==> config.mk <==
export PLATFORM = sky130hd
export DESIGN_NAME = conv_window_generator
export DESIGN_NICKNAME = d
export VERILOG_FILES = /design/src/rtl/conv_window_generator.sv
export SDC_FILE = /design/constraint.sdc
export NUM_CORES = 2
export LEC_CHECK = 0
export BUFFER_PORTS_ARGS = -buffer_cell sky130_fd_sc_hd__buf_2
export CORE_UTILIZATION = 25
export CTS_BUF_LIST = sky130_fd_sc_hd__clkbuf_8
export CTS_CLUSTER_DIAMETER = 120
export DETAILED_ROUTE_END_ITERATION = 6
export PLACE_DENSITY = 0.39
export SLEW_MARGIN = 20
export SYNTH_ARGS = -nofsm -noshare
export SYNTH_HDL_FRONTEND = slang
export SYNTH_SLANG_ARGS = --single-unit
==> constraint.sdc <==
create_clock -name clock -period 2.4 [get_ports clock]
set_clock_uncertainty 0.15 [all_clocks]
set_input_delay 0 -clock clock [delete_from_list [all_inputs] [get_ports clock]]
set_output_delay 0 -clock clock [all_outputs]
set_load 0.02 [all_outputs]
==> src/rtl/conv_window_generator.sv <==
// Raster-order KxK sliding-window generator feeding the convolution stage.
// Registered output on the edge that accepts the completing pixel; no backpressure, idle cycles simply stall.
module conv_window_generator #(
    parameter int KERNEL_SIZE  = 5,
    parameter int DATA_WIDTH   = 16,
    parameter int IMAGE_WIDTH  = 28,
    parameter int IMAGE_HEIGHT = 28
) (
    input  logic                                       clock,
    input  logic                                       reset_n,
    input  logic [DATA_WIDTH-1:0]                      pixel_in,
    input  logic                                       pixel_valid,
    output logic [DATA_WIDTH*KERNEL_SIZE*KERNEL_SIZE-1:0] window_out,
    output logic                                       window_valid,
    output logic                                       frame_done
);

    localparam int CW = $clog2(IMAGE_WIDTH);
    localparam int RW = $clog2(IMAGE_HEIGHT);
    localparam logic [CW-1:0] COL_LAST      = CW'(IMAGE_WIDTH - 1);
    localparam logic [CW-1:0] COL_FIRST     = CW'(KERNEL_SIZE - 1);
    localparam logic [RW-1:0] ROW_LAST      = RW'(IMAGE_HEIGHT - 1);
    localparam logic [RW-1:0] ROW_FILL_LAST = RW'(KERNEL_SIZE - 2);

    typedef enum logic {S_FILL, S_STREAM} state_t;

    state_t          r_state;
    state_t          w_state_nxt;
    logic [CW-1:0]   r_col;
    logic [RW-1:0]   r_row;
    logic            w_col_last;
    logic            w_row_last;
    logic            w_emit;
    logic            w_frame_end;

    logic [DATA_WIDTH-1:0] r_lb [KERNEL_SIZE-1][IMAGE_WIDTH];
    // Only columns 1..K-1 are kept: the oldest column is shifted out on the next pixel.
    logic [DATA_WIDTH-1:0] r_win [KERNEL_SIZE][KERNEL_SIZE-1];
    logic [DATA_WIDTH-1:0] w_col_new [KERNEL_SIZE];
    logic [DATA_WIDTH-1:0] w_win [KERNEL_SIZE][KERNEL_SIZE];
    logic [DATA_WIDTH*KERNEL_SIZE*KERNEL_SIZE-1:0] w_pack;

    assign w_col_last = (r_col == COL_LAST);
    assign w_row_last = (r_row == ROW_LAST);

    always_ff @(posedge clock) begin
        if (!reset_n) begin
            r_state <= S_FILL;
        end else begin
            r_state <= w_state_nxt;
        end
    end

    always_comb begin
        w_state_nxt = r_state;
        if (pixel_valid && w_col_last) begin
            case (r_state)
                S_FILL:   if (r_row == ROW_FILL_LAST) w_state_nxt = S_STREAM;
                S_STREAM: if (w_row_last)             w_state_nxt = S_FILL;
                default:  w_state_nxt = S_FILL;
            endcase
        end
    end

    always_comb begin
        w_emit      = pixel_valid && (r_state == S_STREAM) && (r_col >= COL_FIRST);
        w_frame_end = w_emit && w_col_last && w_row_last;
    end

    // Top window row comes from the deepest line buffer, bottom row from the live pixel.
    always_comb begin
        w_col_new[KERNEL_SIZE-1] = pixel_in;
        for (int r = 0; r < KERNEL_SIZE - 1; r++) begin
            w_col_new[r] = r_lb[KERNEL_SIZE-2-r][IMAGE_WIDTH-1];
        end
    end

    always_comb begin
        for (int r = 0; r < KERNEL_SIZE; r++) begin
            for (int c = 0; c < KERNEL_SIZE - 1; c++) begin
                w_win[r][c] = r_win[r][c];
            end
            w_win[r][KERNEL_SIZE-1] = w_col_new[r];
        end
    end

    always_comb begin
        w_pack = '0;
        for (int r = 0; r < KERNEL_SIZE; r++) begin
            for (int c = 0; c < KERNEL_SIZE; c++) begin
                w_pack[DATA_WIDTH*(r*KERNEL_SIZE+c) +: DATA_WIDTH] = w_win[r][c];
            end
        end
    end

    always_ff @(posedge clock) begin
        if (pixel_valid) begin
            for (int r = 0; r < KERNEL_SIZE; r++) begin
                for (int c = 0; c < KERNEL_SIZE - 1; c++) begin
                    r_win[r][c] <= w_win[r][c+1];
                end
            end
            for (int n = 0; n < KERNEL_SIZE - 1; n++) begin
                r_lb[n][0] <= (n == 0) ? pixel_in : r_lb[(n == 0) ? 0 : n-1][IMAGE_WIDTH-1];
                for (int i = 1; i < IMAGE_WIDTH; i++) begin
                    r_lb[n][i] <= r_lb[n][i-1];
                end
            end
        end
    end

    always_ff @(posedge clock) begin
        if (!reset_n) begin
            r_col        <= '0;
            r_row        <= '0;
            window_out   <= '0;
            window_valid <= 1'b0;
            frame_done   <= 1'b0;
        end else begin
            window_valid <= w_emit;
            frame_done   <= w_frame_end;
            if (w_emit) begin
                window_out <= w_pack;
            end
            if (pixel_valid) begin
                if (w_col_last) begin
                    r_col <= '0;
                    r_row <= w_row_last ? '0 : r_row + 1'b1;
                end else begin
                    r_col <= r_col + 1'b1;
                end
            end
        end
    end

endmodule
* Word-level counts from Yosys, hierarchy flattened
Memories as Yosys holds them, arrays and structs flattened.
Cells that the tools add are included.
** Storage, ports and cells
- Register bits :: 413
- RAM bits :: 2112
- Output and inout bits :: 402
- Logic and storage cells :: 28
- Memories :: 2
** Memory list
- r_lb :: depth 4, bits a word 448, read ports 4, clocked after Yosys merged registers in 0, write ports 4, RTL line 36 : logic [DATA_WIDTH-1:0] r_lb [KERNEL_SIZE-1][IMAGE_WIDTH];
- r_win :: depth 5, bits a word 64, read ports 5, clocked after Yosys merged registers in 0, write ports 5, RTL line 38 : logic [DATA_WIDTH-1:0] r_win [KERNEL_SIZE][KERNEL_SIZE-1];
** Operators by class
- $add $sub $neg :: 2
- Order comparisons :: 1
- Eq/ne operators :: 3
- Muxes and demuxes :: 7
- Bitwise logic cells :: 1
- Reduce and logical (&&, ||, !) cells :: 6
** Operators with widths (number)
- 5-bit by 1-bit adder with 5-bit output, second input constant :: 2
- 5-bit == test, second input constant :: 2
- 5-bit 2-to-1 mux :: 2
- 5-bit by 2-bit == test with 1-bit output, second input constant :: 1
- 5-bit by 3-bit >= comparator with 1-bit output, second input constant :: 1
- 1-bit logical AND :: 5
- 1-bit 2-to-1 mux :: 4
- 1-bit one-hot mux with 2 select lines :: 1
- 2-bit AND reduction :: 1
- 1-bit inverter :: 1

* Logic depth before layout (Yosys ltp)
- Word-level depth :: 4
- Depth in mapped cells :: 6
- Gate-level depth less buffers :: 4

* Least setup slack after synthesis
No wires, ideal clock.
- Path type :: reg2reg
- Start :: register r_col[0]
- End :: register r_row[2]
- Data arrival time :: 1.338 ns
- Required time :: 2.180 ns
- Setup slack :: 0.842 ns
- Cell stages (with the launch flop) :: 5
- Buffers on the path :: 0
- Period minus slack after synthesis :: 1.558 ns
- Cell sequence :: dfxtp_1 > ha_1 > nand3_4 > or4_1 > a21boi_1
** Between the ends
- Cells in the longest elaborated chain, start to end :: 2
** Ends and longest elaborated chain
- start, declared :: RTL line 29 : logic [CW-1:0] r_col;
- start signal, assigned :: RTL line 130 : r_col <= r_col + 1'b1;
- 5-bit == test :: RTL line 43 : assign w_col_last = (r_col == COL_LAST);
- 2-bit AND reduction (no line)
- end signal, assigned :: RTL line 128 : r_row <= w_row_last ? '0 : r_row + 1'b1;
- end, declared :: RTL line 30 : logic [RW-1:0] r_row;
No other way between the ends.
A chain may end at the register's enable or synchronous reset.

* Worst setup path in the final report
- Start :: register r_col[4]
- End :: register window_out[393]
** Between the ends
- Cells in the longest elaborated chain, start to end :: 2
** Ends and longest elaborated chain
- 5-bit by 3-bit >= comparator with 1-bit output :: RTL line 66 : w_emit = pixel_valid && (r_state == S_STREAM) && (r_col >= COL_FIRST);
- 1-bit logical AND :: RTL line 66
- end signal, assigned :: RTL line 123 : window_out <= w_pack;
- end, declared :: RTL line 13 : output logic [DATA_WIDTH*KERNEL_SIZE*KERNEL_SIZE-1:0] window_out,
No other way between the ends.

==> run_results.csv <==
group,metric,value,unit
status,status,"finished clean",
sta,relSlewSlack,40.52,%
global_routing,grt_max_degree,151,
logic_synthesis,ys_types,37,
die,dieWidth,536.6,µm
power_and_ir_drop,ir_worst_vdd,450.8,µV
hold_path,min_from,"pixel_in[15]",
placed_design,gp_congestion,0.7254,
logic_synthesis,synth_most_common_cell,"edfxtp_1",
hold_path,hold_depth,3,
placed_design,io_buffers,420,
layout,register_area,0.06400,mm²
setup_path,r2r_start,"r_col[4]",
die,std_cell_rows,195,
detailed_routing,vias,32760,
detailed_routing,route.detailed.drc,0,
detailed_routing,dr.pass1.iters,5,
logic_synthesis,yosys.area.top_type,"edfxtp_1",
setup_path,worstSetupStartpointType,"flop",
detailed_routing,antenna_left,0,
logic_synthesis,synth_nets,3681,
logic_synthesis,ys_warn_count,0,
setup_path,crit_type,"reg -> reg",
logic_synthesis,synthFlopType,"edfxtp_1",
clock_tree,numClockSinks,2269,
sta,slew_violations,0,
power_and_ir_drop,power_density,924.3,mW/mm²
die,start_util,25.22,%
setup_path,critPathSlowestCell,"dlygate4sd3_1",
placed_design,dp_slack,0.3781,ns
clock_tree,h-tree-depth,5,
global_routing,antenna_found_initial,8,
sta,hold_slack,0.1778,ns
sta,rsz0062_at_grt,"no",
logic_synthesis,yosys-top-cells-area,"edfxtp_1, dfxtp_1, nand2_1, a21boi_1, buf_6",
logic_synthesis,ys_seq_elements,2269,
hold_path,min_path_type,"in -> reg",
setup_path,end_kind,"flop",
detailed_routing,drtIter0Drc,2337,
job,cap_violations,0,
setup_path,cpPeakStageDelay,0.55,ns
sta,min_period_over_period,94.02,%
setup_path,crit_buf_inv,3,
layout,multiInputGateArea,0.006410,mm²
logic_synthesis,synth.avg_cell_area,19.53,µm²
placed_design,dp_hpwl,81.32,mm
global_routing,overflow,0,
layout,areaGrowthSynthToFinish,20.81,%
clock_tree,clock_path_buffers,4,
power_and_ir_drop,p_leak,0.03052,µW
logic_synthesis,async_flop_share,0,%
sta,finalCriticalPeriod,2.256,ns
die,core,0.2833,mm²
global_routing,grt_use_total,9.630,%
layout,nNetsFinal,4483,
setup_path,reg2reg_depth,6,
sta,setup_tns,0,ns
logic_synthesis,yosysSeqAreaShare,89.58,%
layout,fillers,27880,
sta,setup-violations-final,0,
global_routing,grt_pass1_wl,212.1,mm
power_and_ir_drop,power,79780,µW
die,dieArea,0.2879,mm²
setup_path,crit_path_start,"r_col[4]",
logic_synthesis,syn_inst,3659,
logic_synthesis,yosys.area.top_type_share,78.01,%
sta,hold_viol,0,
logic_synthesis,synth_commonest_cells,"edfxtp_1, nand2_1, dfxtp_1",
setup_path,cp.depth,6,
global_routing,grt_pass1_vias,33460,
setup_path,worstPathMaxFanout,40,
clock_tree,path_clk_slew,0.06,ns
sta,fmax,443.2,MHz
setup_path,path_delay_family,"buffers and inverters",
setup_path,worstPathArrival,3.09,ns
die,chipHeight,536.6,µm
clock_tree,root_buffer,"clkbuf_8",
layout,drive_above_1_share,20.97,%
detailed_routing,viasPerCell,3.835,
logic_synthesis,syn_area,0.07144,mm²
setup_path,cp_common_cell,"buf_12",
die,io_pins,421,
sta,setup_ws,0.1435,ns
sta,tightest_slew,0.8922,ns
detailed_routing,wire_per_inst,16.66,µm
logic_synthesis,synth_enable_flop_cells,1856,
setup_path,path_cells,"o311a_4, buf_12, buf_12, nand2_1, dlygate4sd3_1, a21boi_1",
detailed_routing,detail_route.wirelength,142.3,mm
clock_tree,cts_tree,"yes",
clock_tree,insertion_delay,1.04,ns
clock_tree,cts_buffers,394,
setup_path,worstPathRequired,3.24,ns
registers in the layout, indices dropped and copies added (netlist names):
register and flops:
r_state 1, window_out 400, r_lb 1788, window_valid 1, frame_done 1, r_col 5, r_row 5, r_win 68
cell type report:
type,count,area share (%)
multi-input combinational,1252,7.427
clock buffer,439,7.001
clock inverter,288,1.809
tap,3743,5.426
antenna,6,0.01740
timing repair buffer,542,4.155
sequential,2269,74.16
inverter,2,0.008698
per-layer routing:
metal,wire length (µm),vias up,part of all wire (%),GRT usage [%]
met5,18,-,0.013,0
met4,4734,2,3.3,3.959
met3,11990,288,8.4,3.990
met2,64300,800,45,14.71
met1,61260,16490,43,11.99
li1,-,15180,-,-
metrics by stage:
| stage | cell area [µm²] | util, % | std cells |
|---|---|---|---|
| 6_report | 86310 | 30.47 | 8541 |
| 4_1_cts | 86290 | 30.46 | 8535 |
| 2_1_floorplan | 71440 | - | 3659 |
| 3_3_place_gp | 78180 | 27.60 | 7761 |
| 5_1_grt | 86300 | 30.47 | 8539 |
| 3_5_place_dp | 78180 | 27.60 | 7761 |
placed cells by master (no fill, tap or decap), types with 28 or more instances in the layout:
| cell type | synthesis | layout |
|---|---|---|
| edfxtp_1 | 1856 | 1856 |
| nand2_1 | 806 | 806 |
| clkbuf_8 | 0 | 439 |
| buf_2 | 23 | 418 |
| dfxtp_1 | 413 | 412 |
| a21boi_1 | 401 | 401 |
| inv_1 | 2 | 184 |
| clkinv_1 | 0 | 45 |
| dlygate4sd3_1 | 0 | 44 |
| buf_4 | 4 | 44 |
| buf_12 | 0 | 34 |
| clkinv_2 | 0 | 28 |
timing repair:
action,4_1_cts,5_1_grt
setup buffers,0,0
endpoints found under the setup margin,0,1
hold endpoints to repair,2285,0
resized for setup,0,1
hold buffers,47,0
worst paths after layout:
kind / end / slack [ns]
setup / recovery: window_out[393] / 0.14
hold / removal: r_win[4][15] / 0.18
setup reg to reg: window_out[393] / 0.14
hold reg to reg: r_lb[3][244] / 0.21
power by group:
group	leakage, µW	internal, µW	switching [µW]
Sequential	0.0215	44600	633
Clock	0.00455	17600	15900
Combinational	0.00448	261	766
Total	0.0305	62500	17300
tightest hold or removal path: stages:
cell	delay [ns]
dlygate4sd3_1	0.52
buf_2	0.09
dlygate4sd3_1	0.55
cell families (layout without fill, tap and decap cells):
kind of cell	count (synthesis)	after routing	synth area share [%]
fa+ha+maj	3	3	0.05255
mux	1	1	0.01401
buf+inv	138	1271	1.459
flops	2269	2269	89.58
simple gates	829	829	4.459
other cells	0	6	0
xor+xnor	2	2	0.02452
compound gates	417	417	4.406
Note: power is estimated with default switching activity, not from simulation.
